===== config.mk =====
export PLATFORM = sky130hd
export DESIGN_NAME = uart_rx
export DESIGN_NICKNAME = d
export VERILOG_FILES = /design/src/rtl/uart_pkg.sv /design/src/rtl/sync_2ff.sv /design/src/rtl/uart_rx.sv
export SDC_FILE = /design/constraint.sdc
export NUM_CORES = 1
export LEC_CHECK = 0
export CAP_MARGIN = 20
export CORE_MARGIN = 10
export CORE_UTILIZATION = 55
export CTS_BUF_LIST = sky130_fd_sc_hd__clkbuf_2
export DETAILED_ROUTE_END_ITERATION = 10
export PLACE_DENSITY_LB_ADDON = 0.3
export REMOVE_ABC_BUFFERS = 1
export SYNTH_ARGS = -nofsm -noshare
export SYNTH_HDL_FRONTEND = slang
export SYNTH_SLANG_ARGS = --single-unit

===== constraint.sdc =====
create_clock -name clk -period 2.91 [get_ports clk]
set_input_delay 0.582 -clock clk [delete_from_list [all_inputs] [get_ports clk]]
set_output_delay 0.582 -clock clk [all_outputs]
set_load 0.01 [all_outputs]

===== src/rtl/uart_pkg.sv =====
// Shared definitions for the UART receiver: FSM state encoding, default
// frame geometry and a constant-width helper.
package uart_pkg;

    typedef enum logic [2:0] {
        ST_IDLE  = 3'd0,
        ST_START = 3'd1,
        ST_DATA  = 3'd2,
        ST_STOP  = 3'd3,
        ST_BREAK = 3'd4
    } uart_state_e;

    localparam int DEF_DATA_BITS  = 8;
    localparam int DEF_OVERSAMPLE = 16;

    // Number of bits needed to count 0..value-1.
    function automatic int clog2(input int value);
        int result;
        result = 0;
        for (int i = 0; i < 31; i++) begin
            if ((1 << i) < value) begin
                result = i + 1;
            end else begin
                result = result;
            end
        end
        return result;
    endfunction

endpackage


===== src/rtl/sync_2ff.sv =====
// Two-flop synchronizer for a single asynchronous input. The reset value is
// chosen by the instantiating block so an idle-high line stays idle.
module sync_2ff #(
    parameter logic RESET_VAL = 1'b1
) (
    input  logic clk,
    input  logic reset,
    input  logic i_d,
    output logic o_q
);

    logic r_meta;
    logic r_sync;

    // Synchronizer chain.
    always_ff @(posedge clk) begin
        if (reset) begin
            r_meta <= RESET_VAL;
            r_sync <= RESET_VAL;
        end else begin
            r_meta <= i_d;
            r_sync <= r_meta;
        end
    end

    assign o_q = r_sync;

endmodule


===== src/rtl/uart_rx.sv =====
// UART receiver, 16x oversampled. The rising edge of 'baud' is one sample tick;
// each good byte is presented on data_out with a one-clock 'received' strobe.
module uart_rx
    import uart_pkg::*;
#(
    parameter int DATA_BITS  = DEF_DATA_BITS,
    parameter int OVERSAMPLE = DEF_OVERSAMPLE
) (
    input  logic                 clk,
    input  logic                 reset,
    input  logic                 baud,
    input  logic                 rx,
    output logic [DATA_BITS-1:0] data_out,
    output logic                 received,
    output logic                 frame_err,
    output logic                 busy
);

    localparam int TW = clog2(OVERSAMPLE);
    localparam int BW = clog2(DATA_BITS);
    localparam logic [TW-1:0] TICK_MID  = TW'(OVERSAMPLE / 2 - 1);
    localparam logic [TW-1:0] TICK_LAST = TW'(OVERSAMPLE - 1);
    localparam logic [BW-1:0] BIT_LAST  = BW'(DATA_BITS - 1);

    uart_state_e          r_state;
    uart_state_e          w_state_nx;
    logic                 r_baud_q;
    logic                 w_tick;
    logic                 w_rx_s;
    logic [TW-1:0]        r_tick_cnt;
    logic [TW-1:0]        w_tick_cnt_nx;
    logic [BW-1:0]        r_bit_cnt;
    logic [BW-1:0]        w_bit_cnt_nx;
    logic [DATA_BITS-1:0] r_shreg;
    logic [DATA_BITS-1:0] w_shreg_nx;
    logic [DATA_BITS-1:0] r_data_out;
    logic [DATA_BITS-1:0] w_data_nx;
    logic                 r_received;
    logic                 w_recv_nx;
    logic                 r_frame_err;
    logic                 w_ferr_nx;
    logic                 r_busy;

    sync_2ff #(
        .RESET_VAL (1'b1)
    ) u_rx_sync (
        .clk   (clk),
        .reset (reset),
        .i_d   (rx),
        .o_q   (w_rx_s)
    );

    assign w_tick = baud & ~r_baud_q;

    // Next-state, counter, shift-register and strobe logic; nothing moves without a tick except BREAK exit.
    always_comb begin
        w_state_nx    = r_state;
        w_tick_cnt_nx = r_tick_cnt;
        w_bit_cnt_nx  = r_bit_cnt;
        w_shreg_nx    = r_shreg;
        w_data_nx     = r_data_out;
        w_recv_nx     = 1'b0;
        w_ferr_nx     = 1'b0;
        case (r_state)
            ST_IDLE: begin
                if (w_tick && !w_rx_s) begin
                    w_state_nx    = ST_START;
                    w_tick_cnt_nx = {TW{1'b0}};
                end else begin
                    w_state_nx = ST_IDLE;
                end
            end
            ST_START: begin
                if (w_tick) begin
                    if (r_tick_cnt == TICK_MID) begin
                        if (!w_rx_s) begin
                            w_state_nx    = ST_DATA;
                            w_tick_cnt_nx = {TW{1'b0}};
                            w_bit_cnt_nx  = {BW{1'b0}};
                        end else begin
                            w_state_nx = ST_IDLE;
                        end
                    end else begin
                        w_tick_cnt_nx = r_tick_cnt + TW'(1);
                    end
                end else begin
                    w_state_nx = ST_START;
                end
            end
            ST_DATA: begin
                if (w_tick) begin
                    if (r_tick_cnt == TICK_LAST) begin
                        // LSB arrives first, so shift in from the top.
                        w_shreg_nx    = {w_rx_s, r_shreg[DATA_BITS-1:1]};
                        w_tick_cnt_nx = {TW{1'b0}};
                        if (r_bit_cnt == BIT_LAST) begin
                            w_state_nx = ST_STOP;
                        end else begin
                            w_bit_cnt_nx = r_bit_cnt + BW'(1);
                        end
                    end else begin
                        w_tick_cnt_nx = r_tick_cnt + TW'(1);
                    end
                end else begin
                    w_state_nx = ST_DATA;
                end
            end
            ST_STOP: begin
                if (w_tick) begin
                    if (r_tick_cnt == TICK_LAST) begin
                        w_tick_cnt_nx = {TW{1'b0}};
                        if (w_rx_s) begin
                            w_data_nx  = r_shreg;
                            w_recv_nx  = 1'b1;
                            w_state_nx = ST_IDLE;
                        end else begin
                            w_ferr_nx  = 1'b1;
                            w_state_nx = ST_BREAK;
                        end
                    end else begin
                        w_tick_cnt_nx = r_tick_cnt + TW'(1);
                    end
                end else begin
                    w_state_nx = ST_STOP;
                end
            end
            ST_BREAK: begin
                // A held-low line must go high before a new start edge counts.
                if (w_rx_s) begin
                    w_state_nx = ST_IDLE;
                end else begin
                    w_state_nx = ST_BREAK;
                end
            end
            default: begin
                w_state_nx = ST_IDLE;
            end
        endcase
    end

    // State, datapath and registered output flops.
    always_ff @(posedge clk) begin
        if (reset) begin
            r_state     <= ST_IDLE;
            r_baud_q    <= 1'b0;
            r_tick_cnt  <= {TW{1'b0}};
            r_bit_cnt   <= {BW{1'b0}};
            r_shreg     <= {DATA_BITS{1'b0}};
            r_data_out  <= {DATA_BITS{1'b0}};
            r_received  <= 1'b0;
            r_frame_err <= 1'b0;
            r_busy      <= 1'b0;
        end else begin
            r_state     <= w_state_nx;
            r_baud_q    <= baud;
            r_tick_cnt  <= w_tick_cnt_nx;
            r_bit_cnt   <= w_bit_cnt_nx;
            r_shreg     <= w_shreg_nx;
            r_data_out  <= w_data_nx;
            r_received  <= w_recv_nx;
            r_frame_err <= w_ferr_nx;
            r_busy      <= (w_state_nx != ST_IDLE);
        end
    end

    assign data_out  = r_data_out;
    assign received  = r_received;
    assign frame_err = r_frame_err;
    assign busy      = r_busy;

endmodule


Word-level counts from Yosys, hierarchy flattened
Cells that the tools add are included. Widths: inputs -> output; s select.

Add/sub/neg operators: 2. Multipliers: 0. Div/mod/pow operators: 0. Magnitude comparators: 0. Equality and inequality tests: 16. Shifts and indexed selects: 0. Multiplexer cells: 27. Bitwise logic cells: 5. Reduce and logical (&&, ||, !) cells: 12.

Operators by type and width (count): $mux 3 (14); $mux 4 (6); $pmux 3 s5 (1); $ne 2x2->1 const B (7); $pmux 4 s3 (1); $reduce_and 7->1 (1); $eq 3x2->1 const B (2); $eq 3x3->1 const B (2); $pmux 3 s2 (1); $reduce_bool 3->1 (2); $reduce_and 5->1 (1); $add 4x1->4 const B (1); $eq 4x3->1 const B (1); $eq 4x4->1 const B (1); $not 1->1 (4); $reduce_and 4->1 (1); $reduce_or 4->1 (1); $add 3x1->3 const B (1); $eq 3x1->1 const B (1); $logic_not 3->1 (1); $mux 1 (3); $ne 3x3->1 const B (1); $reduce_and 3->1 (1); $mux 2 (1); 6 further kinds (6).

Register bits after elaboration: 32. Bits in latches: 0. RAM bits: 0. ROM bits: 0. Bits of input ports: 4. Output and inout port bits: 11. Logic and storage cells: 73. Memories kept: 0.

Depth between registers and ports, before layout
Depth after elaboration: 6. Gate-level depth with buffers: 7.

Cells and area by module
Synthesis repeated with hierarchy kept, for this count alone.

Cell total of the unflattened synthesis: 147. Area, all modules: 1401.3 um^2.

Modules (own cells, without submodules): uart_rx (times used 1, cells an instance 143, area each 1348.8 um^2); sync_2ff (times used 1, cells an instance 4, area each 52.6 um^2).

Worst setup path after synthesis
OpenSTA, ideal clock, no wires.

Kind: input-to-reg. Start: input port baud. End: register r_shreg[0]. Data arrival time: 1672 ps. Data required time: 2782 ps. Slack: 1111 ps. Cell stages on the path: 6. Path through: or3b_4 buf_6 nor4_4 buf_6 mux2i_1 nor2_1.

Longest elaborated chain between the ends: 2.

RTL lines: start, declared (RTL line uart_rx.sv:11) `input logic baud,`; $and 1x1->1 (RTL line uart_rx.sv:53) `assign w_tick = baud & ~r_baud_q;`; $reduce_and 3->1 (no source line); end signal, assigned (RTL line uart_rx.sv:148) `r_shreg <= {DATA_BITS{1'b0}};`; end signal, assigned (RTL line uart_rx.sv:158) `r_shreg <= w_shreg_nx;`; end, declared (RTL line uart_rx.sv:34) `logic [DATA_BITS-1:0] r_shreg;`.

No other way between the ends. A chain may end at the register's enable or synchronous reset.

Worst setup path after layout
Start: input port baud. End: register r_shreg[1].

The elaborated chain is that of the path after synthesis.

==> impl_metrics.sql <==
INSERT INTO impl_metrics (metric_group, metric, value, unit) VALUES
('run_status', 'run_status', 'finished clean', ''),
('detailed_routing', 'vias_per_cell', '5.75', ''),
('sta', 'timing.max_slew.rel_slack', '0.667', ''),
('yosys', 'netlist_top_cells_count', 'dfxtp_1 (32), mux2i_1 (19), nor2_1 (19), nand2b_1 (8), a21oi_1 (6)', ''),
('yosys', 'synthDominantAreaCellType', 'dfxtp_1', ''),
('cts', 'clock_sinks', '32', ''),
('cts', 'cts-root-buf', 'clkbuf_2', ''),
('min_path', 'hold_path.class', 'reg -> reg', ''),
('die', 'start_util', '0.579', ''),
('global_route', 'first_pass_grt_wire_length', '4820', 'µm'),
('cts', 'post_cts.repair.setup_buffers', '0', ''),
('yosys', 'synth.avg_cell_area', '9.77', 'µm²'),
('setup_path', 'critical_path.max_fanout', '9', ''),
('setup_path', 'startpoint_type', 'input pin', ''),
('placement', 'dpl.hpwl', '1890', 'µm'),
('detailed_routing', 'route.vias.total', '1098', ''),
('die', 'die_area', '0.00508', 'mm²'),
('pwr', 'total_power', '664', 'µW'),
('setup_path', 'crit_arrival', '2280', 'ps'),
('finish', 'share_of_layout_cells_above_drive_strength_1', '0.0870', ''),
('detailed_routing', 'avgRoutedWirePerCell', '14.4', 'µm'),
('setup_path', 'setup.reg_to_reg.worst_slack', '1080', 'ps'),
('yosys', 'ys_dominant_reg_cell', 'dfxtp_1', ''),
('yosys', 'synth.most_common_cell', 'dfxtp_1', ''),
('placement', 'gp_routability_congestion', '0.855', ''),
('die', 'placement_rows', '18', ''),
('yosys', 'post_synth_inst_count', '148', ''),
('setup_path', 'cp_cell_sequence', 'clkdlybuf4s50_1 > or3b_4 > nor4_4 > buf_4 > mux2i_1 > nor2_1', ''),
('detailed_routing', 'finalWirelength', '2750', 'µm'),
('setup_path', 'cp-end-kind', 'register', ''),
('yosys', 'synthesized_flop_and_latch_total', '32', ''),
('setup_path', 'worstPathBufferInverterCount', '2', ''),
('pwr', 'irDropWorstVdd', '0.361', 'mV'),
('pwr', 'power_density', '412', 'mW/mm²'),
('detailed_routing', 'firstDrtPassIters', '4', ''),
('sta', 'worst_slew_pin_slew', '498', 'ps'),
('sta', 'final.setup.tns', '0', 'ps'),
('yosys', 'yosys.cell_types.count', '40', ''),
('finish', 'synthToLayoutAreaGrowth', '11.4', '%'),
('detailed_routing', 'final_antenna_net_count', '0', ''),
('die', 'die_h', '71.3', 'µm'),
('detailed_routing', 'detail_route.iter0.violations', '41', ''),
('global_route', 'first_global_vias', '1099', ''),
('cts', 'cts_buffer_depth', '2', ''),
('setup_path', 'critical_path_class', 'in -> reg', ''),
('sta', 'final-max-slew-violation-count', '0', ''),
('yosys', 'synth_edf_count', '0', ''),
('yosys', 'yosysSeqAreaShare', '0.443', ''),
('global_route', 'grt_antenna_before_repair', '0', ''),
('sta', 'rsz0062_at_grt', 'false', ''),
('detailed_routing', 'drt_drc_violations_left', '0', ''),
('cts', 'tritoncts_clock_tree', 'yes', ''),
('yosys', 'ys_warn_count', '0', ''),
('yosys', 'asyncSetResetFlopFracSynth', '0', ''),
('setup_path', 'cpMaxStageDelayCell', 'clkdlybuf4s50_1', ''),
('setup_path', 'timing.critical_path.max_delay_family', 'buffers and inverters', ''),
('cts', 'worst_setup_hold_path_clk_slew', '150', 'ps'),
('placement', 'numPortBuffers', '14', ''),
('global_route', 'global_route.usage.total', '0.114', ''),
('global_route', 'gr-total-overflow', '0', ''),
('sta', 'fmax', '0.497', 'GHz'),
('setup_path', 'crit_required', '3170', 'ps'),
('die', 'core_region_area', '0.00250', 'mm²'),
('pwr', 'power_leakage', '0.000633', 'µW'),
('finish', 'antenna-diode-count', '0', ''),
('finish', 'num-nets-final', '168', ''),
('global_route', 'grt_max_degree', '32', ''),
('sta', 'finalCriticalPeriod', '2010', 'ps'),
('yosys', 'post_syn_area', '0.00145', 'mm²'),
('yosys', 'synth_top_area_share', '0.443', ''),
('cts', 'numCtsBuffers', '5', ''),
('cts', 'ctsResizeCount', '0', ''),
('sta', 'worst_clock_skew', '17.1', 'ps'),
('run', 'max_cap_violations', '0', ''),
('setup_path', 'crit_path_max_incr_delay', '510', 'ps'),
('die', 'io-pin-count', '15', ''),
('cts', 'clk-insertion-delay-late', '370', 'ps'),
('cts', 'cts-htree-levels', '2', ''),
('die', 'fp.dieW', '71.3', 'µm'),
('sta', 'report.final.hold_viol_count', '0', ''),
('finish', 'final_core_util', '0.645', ''),
('sta', 'setup_viol_count_final', '0', ''),
('cts', 'postCtsHoldBufs', '0', ''),
('sta', 'fin_crit_sh', '0.691', ''),
('yosys', 'synth_top_cells_by_area', 'dfxtp_1 (44%), mux2i_1 (13%), nor2_1 (4.9%)', '');
[cells by family after synthesis]
family	Yosys count	share of synthesized area
adder cells (fa/ha/maj)	3	0.0260
buffers and inverters	12	0.0493
AO/OA/AOI/OAI	20	0.0934
flip-flops	32	0.443
XOR/XNOR	1	0.00606
AND/OR/NAND/NOR	61	0.251
multiplexers	19	0.131
[layout by cell type (no fill, tap or decap), types with 3 or more instances in the layout]
cell type	synthesis	final
a21oi_1	6	6
and2_1	3	3
buf_4	0	3
clkbuf_2	0	5
clkdlybuf4s50_1	0	14
dfxtp_1	32	32
ha_1	3	3
mux2i_1	19	19
nand2_1	5	5
nand2b_1	8	8
nor2_1	19	19
nor3_1	3	3
nor4b_1	3	3
o21ai_0	3	3
or2_2	3	3
[state kept, by name, summed over array words and instances (netlist names), 3 cells and up]
register,cells
r_shreg,8
data_out,8
r_tick_cnt,4
r_state,3
r_bit_cnt,3
[stage by stage]
| step | instances | hold WS, ps | worst slack, ps | cell area [µm²] |
|---|---|---|---|---|
| after floorplan | 137 | 389 | 967 | 1380 |
| after global placement | 184 | 395 | 562 | 1580 |
| after detailed placement | 184 | 405 | 498 | 1580 |
| after CTS | 191 | 436 | 905 | 1610 |
| after global routing | 191 | 448 | 835 | 1610 |
| final | 191 | 430 | 899 | 1610 |
[layout make-up]
class                           instances  area (µm²)
Tap cell                               30        37.5
Clock buffer                            5        25.0
Sequential cell                        32         641
Multi-Input combinational cell        104         734
Clock inverter                          2        7.51
Timing Repair Buffer                   17         163
Fill cell                             203         888
Inverter                                1        3.75
[layer usage]
layer | vias to the layer above | GRT usage | routed length, µm
met5 | - | 0 | 0
met4 | 0 | 0.0581 | 57
met3 | 7 | 0.0579 | 212
met2 | 28 | 0.170 | 1200
met1 | 517 | 0.131 | 1280
li1 | 546 | - | -
[worst paths after layout]
kind                          startpoint                    endpoint  cells after the start
max reg2reg   r_tick_cnt[0]$_SDFFE_PP0P_  r_tick_cnt[0]$_SDFFE_PP0P_                      5
max                                 baud     r_shreg[1]$_SDFFE_PP0P_                      6
min          u_rx_sync.r_meta$_SDFF_PP1_    u_rx_sync.o_q$_SDFF_PP1_                      1
min reg2reg  u_rx_sync.r_meta$_SDFF_PP1_    u_rx_sync.o_q$_SDFF_PP1_                      1
[power breakdown]
group / internal (µW) / total (µW) / leakage (µW) / switching (µW)
clock: 49.5 / 191 / 0.0000239 / 141
sequential: 441 / 445 / 0.000259 / 3.75
combinational: 13.4 / 28.7 / 0.000351 / 15.3
Note: power is estimated with default switching activity, not from simulation.
